<file path="config.mk">
export PLATFORM = sky130hd
export DESIGN_NAME = mul_div_unit
export DESIGN_NICKNAME = d
export VERILOG_FILES = /design/src/rtl/cpu_pkg.sv /design/src/rtl/mul_div_unit.sv
export SDC_FILE = /design/constraint.sdc
export NUM_CORES = 1
export LEC_CHECK = 0
export CORE_ASPECT_RATIO = 1.75
export CORE_UTILIZATION = 55
export CTS_BUF_LIST = sky130_fd_sc_hd__clkbuf_8
export CTS_CLUSTER_DIAMETER = 120
export DETAILED_ROUTE_END_ITERATION = 10
export PLACE_DENSITY = 0.87
export SKIP_LAST_GASP = 1
export SYNTH_ARGS = -nofsm -noshare
export SYNTH_HDL_FRONTEND = slang
export SYNTH_SLANG_ARGS = --single-unit
</file>
<file path="constraint.sdc">
create_clock -name clock -period 8.29 [get_ports clock]
set_input_delay 1.658 -clock clock [delete_from_list [all_inputs] [get_ports clock]]
set_output_delay 1.658 -clock clock [all_outputs]
set_load 0.01 [all_outputs]
</file>
<file path="src/rtl/cpu_pkg.sv">
// Shared encodings for the multi-cycle multiply/divide unit: operation codes,
// FSM states, default widths and the Booth recoding helper.
package cpu_pkg;

  localparam int DEFAULT_WIDTH = 32;
  localparam int DEFAULT_CNT_W = $clog2(DEFAULT_WIDTH) + 1;

  localparam logic OP_MUL = 1'b0;
  localparam logic OP_DIV = 1'b1;

  typedef enum logic [1:0] {
    ST_IDLE   = 2'd0,
    ST_CALC   = 2'd1,
    ST_ADJUST = 2'd2,
    ST_DONE   = 2'd3
  } state_t;

  typedef enum logic [1:0] {
    BOOTH_NONE = 2'd0,
    BOOTH_ADD  = 2'd1,
    BOOTH_SUB  = 2'd2
  } booth_t;

  // bits = {multiplier LSB, previously shifted-out bit}
  function automatic booth_t booth_recode(input logic [1:0] bits);
    booth_t act;
    case (bits)
      2'b01:   act = BOOTH_ADD;
      2'b10:   act = BOOTH_SUB;
      default: act = BOOTH_NONE;
    endcase
    return act;
  endfunction

endpackage

</file>
<file path="src/rtl/mul_div_unit.sv">
// Signed multi-cycle multiply (radix-2 Booth) and restoring divide unit
// producing a 2*WIDTH result split into hi/lo halves for the Z register.
module mul_div_unit
  import cpu_pkg::*;
#(
  parameter int WIDTH = DEFAULT_WIDTH,
  parameter int ITERS = WIDTH
) (
  input  logic             clock,
  input  logic             clear,
  input  logic             start,
  input  logic             op,
  input  logic [WIDTH-1:0] operand_a,
  input  logic [WIDTH-1:0] operand_b,
  output logic             busy,
  output logic             done,
  output logic [WIDTH-1:0] result_hi,
  output logic [WIDTH-1:0] result_lo,
  output logic             div_by_zero
);

  localparam int CNT_W = $clog2(ITERS) + 1;

  state_t             state_r;
  logic [CNT_W-1:0]   cnt_r;
  logic               op_r;
  // hi_r: Booth accumulator or partial remainder (one guard bit)
  logic [WIDTH:0]     hi_r;
  // lo_r: multiplier being shifted out, or dividend shifting into quotient
  logic [WIDTH-1:0]   lo_r;
  logic               prev_r;
  logic [WIDTH:0]     m_r;
  logic               neg_q_r;
  logic               neg_r_r;
  logic               busy_r;
  logic               done_r;
  logic               dbz_r;
  logic [WIDTH-1:0]   res_hi_r;
  logic [WIDTH-1:0]   res_lo_r;

  booth_t             booth_s;
  logic [WIDTH:0]     sum_s;
  logic [WIDTH:0]     mul_hi_s;
  logic [WIDTH-1:0]   mul_lo_s;
  logic [WIDTH:0]     shift_s;
  logic [WIDTH:0]     trial_s;
  logic [WIDTH:0]     div_hi_s;
  logic [WIDTH-1:0]   div_lo_s;
  logic [WIDTH-1:0]   a_mag_s;
  logic [WIDTH-1:0]   b_mag_s;
  logic [WIDTH-1:0]   quo_adj_s;
  logic [WIDTH-1:0]   rem_adj_s;

  // Booth add/sub followed by arithmetic shift of {acc, multiplier, prev}
  always_comb begin
    booth_s = booth_recode({lo_r[0], prev_r});
    case (booth_s)
      BOOTH_ADD: sum_s = hi_r + m_r;
      BOOTH_SUB: sum_s = hi_r - m_r;
      default:   sum_s = hi_r;
    endcase
    mul_hi_s = {sum_s[WIDTH], sum_s[WIDTH:1]};
    mul_lo_s = {sum_s[0], lo_r[WIDTH-1:1]};
  end

  // Restoring division step on magnitudes: shift in next dividend bit, trial subtract
  always_comb begin
    shift_s = {hi_r[WIDTH-1:0], lo_r[WIDTH-1]};
    trial_s = shift_s - m_r;
    if (trial_s[WIDTH] == 1'b0) begin
      div_hi_s = trial_s;
      div_lo_s = {lo_r[WIDTH-2:0], 1'b1};
    end else begin
      div_hi_s = shift_s;
      div_lo_s = {lo_r[WIDTH-2:0], 1'b0};
    end
  end

  // Operand magnitudes at start and sign fix-up of the divide results
  always_comb begin
    a_mag_s   = operand_a[WIDTH-1] ? -operand_a : operand_a;
    b_mag_s   = operand_b[WIDTH-1] ? -operand_b : operand_b;
    quo_adj_s = neg_q_r ? -lo_r : lo_r;
    rem_adj_s = neg_r_r ? -hi_r[WIDTH-1:0] : hi_r[WIDTH-1:0];
  end

  // Control FSM, iteration datapath and registered outputs
  always_ff @(posedge clock or posedge clear) begin
    if (clear) begin
      state_r  <= ST_IDLE;
      cnt_r    <= '0;
      op_r     <= OP_MUL;
      hi_r     <= '0;
      lo_r     <= '0;
      prev_r   <= 1'b0;
      m_r      <= '0;
      neg_q_r  <= 1'b0;
      neg_r_r  <= 1'b0;
      busy_r   <= 1'b0;
      done_r   <= 1'b0;
      dbz_r    <= 1'b0;
      res_hi_r <= '0;
      res_lo_r <= '0;
    end else begin
      case (state_r)
        ST_IDLE: begin
          done_r <= 1'b0;
          if (start) begin
            op_r   <= op;
            dbz_r  <= 1'b0;
            busy_r <= 1'b1;
            if ((op == OP_DIV) && (operand_b == '0)) begin
              state_r  <= ST_DONE;
              dbz_r    <= 1'b1;
              done_r   <= 1'b1;
              res_hi_r <= operand_a;
              res_lo_r <= '1;
            end else begin
              state_r <= ST_CALC;
              cnt_r   <= '0;
              hi_r    <= '0;
              prev_r  <= 1'b0;
              neg_q_r <= operand_a[WIDTH-1] ^ operand_b[WIDTH-1];
              neg_r_r <= operand_a[WIDTH-1];
              if (op == OP_MUL) begin
                m_r  <= {operand_a[WIDTH-1], operand_a};
                lo_r <= operand_b;
              end else begin
                m_r  <= {1'b0, b_mag_s};
                lo_r <= a_mag_s;
              end
            end
          end else begin
            busy_r <= 1'b0;
          end
        end
        ST_CALC: begin
          cnt_r <= cnt_r + CNT_W'(1);
          if (op_r == OP_MUL) begin
            hi_r   <= mul_hi_s;
            lo_r   <= mul_lo_s;
            prev_r <= lo_r[0];
          end else begin
            hi_r <= div_hi_s;
            lo_r <= div_lo_s;
          end
          if (cnt_r == CNT_W'(ITERS - 1)) begin
            state_r <= ST_ADJUST;
          end else begin
            state_r <= ST_CALC;
          end
        end
        ST_ADJUST: begin
          state_r <= ST_DONE;
          done_r  <= 1'b1;
          if (op_r == OP_MUL) begin
            res_hi_r <= hi_r[WIDTH-1:0];
            res_lo_r <= lo_r;
          end else begin
            res_hi_r <= rem_adj_s;
            res_lo_r <= quo_adj_s;
          end
        end
        ST_DONE: begin
          state_r <= ST_IDLE;
          done_r  <= 1'b0;
          busy_r  <= 1'b0;
        end
        default: begin
          state_r <= ST_IDLE;
          done_r  <= 1'b0;
          busy_r  <= 1'b0;
        end
      endcase
    end
  end

  assign busy        = busy_r;
  assign done        = done_r;
  assign result_hi   = res_hi_r;
  assign result_lo   = res_lo_r;
  assign div_by_zero = dbz_r;

endmodule

</file>
==> results.ini <==
[critical_path]
cp-end-kind=register
slowest_delay_ps=960
worstPathRequired_ps=8670
path_common_cell=buf_4
critPathLaunchType=primary input
ff2ff_path_depth=17
crit_chain=clkdlybuf4s50_1 -> inv_1 -> ha_1 -> or3b_2 -> or4_1 -> nor3_2 -> a31o_2 -> buf_4 -> a21boi_4 -> buf_4 -> o21ai_0
worstPathArrival_ps=6400
criticalPathCategory=primary input to register
cpMaxStageDelayCell=a21boi_4
crit_path_max_fanout=73

[clocking]
cts_sinks=177
cts_max_path_buffers=2
cts-resized-gates=0
cts_buffers=17
htree_levels=4
clk_latency_ps=510
clk_pin_slew_ps=100
clock-root-buffer=clkbuf_8
post_cts_buffers=0
cts_tree=built
cts_hold_buffers=0

[synth]
synthArstFlopShare_pct=100
syn_nets=2193
synth_top_family_by_area=compound AO/OA/AOI/OAI gates
syn_inst=2047
synth_area_um2=15800
synth_top_area_share_pct=28.1
synth_flop_cell=dfrtp_1
synth_warnings=0
synth-edff-count=0
synthTopCellsByArea=dfrtp_1 28%, o21ai_0 8.2%, nand2_1 6.1%
synth_xor_area_share_pct=11.4
synthSimpleGateAreaFrac_pct=18.4
netlist_top_cells_count=258 x o21ai_0, 255 x nand2_1, 177 x dfrtp_1, 177 x nor2_1, 169 x a21oi_1
synthMuxAreaShare_pct=4.77
synth-compound-area-share_pct=26.0
ys_seq_elements=177
avgSynthCellArea_um2=7.71
yosysSeqAreaShare_pct=28.1
synth.most_common_cell=o21ai_0
synth.distinct_cells=84
yosys.area.top_type=dfrtp_1
synthAdderAreaFrac_pct=6.28

[floorplan]
fp.dieW_um=130
initial_core_util_pct=56.2
num_rows=81
io-pin-count=135
coreArea_um2=28100
die_area_um2=29400
die_h_um=226

[timing]
final_hold_viol_count=0
tightest_slew_ps=1140
slew_viol_final=0
fin_setup_tns_ps=0
slew_headroom_pct=23.6
setup_violations=0
max_freq_ghz=0.166
finalCritPeriodShare_pct=72.6
rsz0062_at_grt=no
clock_skew_ps=14.3
finalCriticalPeriod_ps=6020

[cells_and_area]
fillers=2428
final_cells=2469
final_nets=2228
multiInputGateArea_um2=10600
area_delta_synth_final_pct=11.4
drive_gt1_share_pct=4.73
seq_area_um2=4430

[routing]
wl_met1_um=18400
dr.pass1.iters=5
wire_per_inst_um=20.2
num_vias=15816
wl_met2_um=25500
maxUsedRoutingLayer=met4
ant_nets=0
route.met3.wl_um=2780
drt_iter0_markers=1329
wirelength_um=49900
drc=0
vias_per_cell=6.41

[global_routing]
track_usage_pct=34.9
grt_first_pass_wirelength_um=79400
antenna_found_initial=1
grt_max_degree=108
overflow=0
grt_pass1_vias=15537

[power]
ir_worst_vdd_mv=0.221
power_density_nw_per_um2=496
p_leak_uw=0.00723

[run]
cap_violations=0

[placed_design]
place_inst=2436
hpwl_um=37500
io_buffers=134
gp_congestion=0.996

[hold_path]
hp-class=register to register
holdPathStages=2

[status]
status=finished clean

==> layer usage <==
metal | GRT usage (%) | vias to the layer above
met5 | 0 | -
met4 | 23.1 | 0
met3 | 4.19 | 195
met2 | 60.8 | 704
met1 | 39.2 | 7535
li1 | - | 7382
==> stage by stage <==
step                      util (%)  area (um^2)  power [uW]  setup slack [ps]  hold WS (ps)
final                         62.7        17600        8720              2270           494
after global routing          62.7        17600        9440              2070           515
after CTS                     62.7        17600        8590              2340           497
after detailed placement      61.4        17200        7990              1820           475
after global placement        61.4        17200        7810              1970           466
after floorplan                  -        15800        6340              1830           464
==> critical path, delay by kind of cell <==
kind                     cells  cell delay (ps)
buffers and inverters        4             1550
adder cells (fa/ha/maj)      1              180
AND/OR/NAND/NOR              3             1600
AO/OA/AOI/OAI                3             1330
==> where the power goes <==
part	switching (uW)	leakage (uW)	total, uW	internal (uW)
sequential	599	0.00211	1850	1250
combinational	3710	0.00495	6300	2590
clock	345	0.000173	566	222
==> sequential cells by signal, indices dropped and copies added (netlist names) <==
register / cells
neg_r_r: 1
lo_r: 32
m_r: 33
hi_r: 33
neg_q_r: 1
state_r: 2
op_r: 1
prev_r: 1
cnt_r: 6
result_hi: 32
busy: 1
done: 1
div_by_zero: 1
result_lo: 32
==> area by class of cell <==
type / instances / share of cell area, %
Clock inverter: 13 / 0.512
Sequential cell: 177 / 25.2
Timing Repair Buffer: 152 / 8.38
Tap cell: 373 / 2.65
Antenna cell: 1 / 0.0142
Multi-Input combinational cell: 1662 / 60.2
Clock buffer: 19 / 1.49
Inverter: 72 / 1.56
==> layout by cell type, fill, tap and decap left out, types with 21 or more instances in the layout <==
cell type,synthesis,final
o21ai_0,258,258
o31ai_1,30,30
clkdlybuf4s50_1,0,133
xnor2_1,99,98
mux2i_1,64,64
ha_1,76,74
xor2_1,106,106
a22oi_1,21,21
nor2_1,177,177
dfrtp_1,177,176
a21o_1,24,24
nor3_1,25,25
nor4_1,21,21
inv_1,71,72
nand2_1,255,255
a21oi_1,169,168
a31oi_1,50,50
==> logic make-up (layout without fill, tap and decap cells) <==
| family | count (synthesis) | in the layout |
|---|---|---|
| DFF | 177 | 177 |
| adders and majority gates | 78 | 78 |
| and+or+nand+nor | 626 | 626 |
| muxes | 74 | 74 |
| xor gates and xnor gates | 205 | 205 |
| AOI/OAI and AO/OA | 679 | 679 |
| other | 0 | 1 |
| buffers and inverters | 208 | 256 |
==> path summary, 6_finish.rpt <==
check	start	endpoint	slack (ps)
hold / removal	result_hi[30]$_DFFE_PP0P_	result_hi[30]$_DFFE_PP0P_	490
hold reg to reg	result_hi[30]$_DFFE_PP0P_	result_hi[30]$_DFFE_PP0P_	490
setup / recovery	operand_b[0]	lo_r[4]$_DFFE_PP0P_	2270
min in group asynchronous	clear	result_lo[28]$_DFFE_PP0P_	1740
max in group asynchronous	clear	op_r$_DFFE_PP0P_	5040
setup reg to reg	m_r[4]$_DFFE_PP0P_	hi_r[32]$_DFFE_PP0P_	3080
No activity file was read; power rests on OpenSTA's default activity.
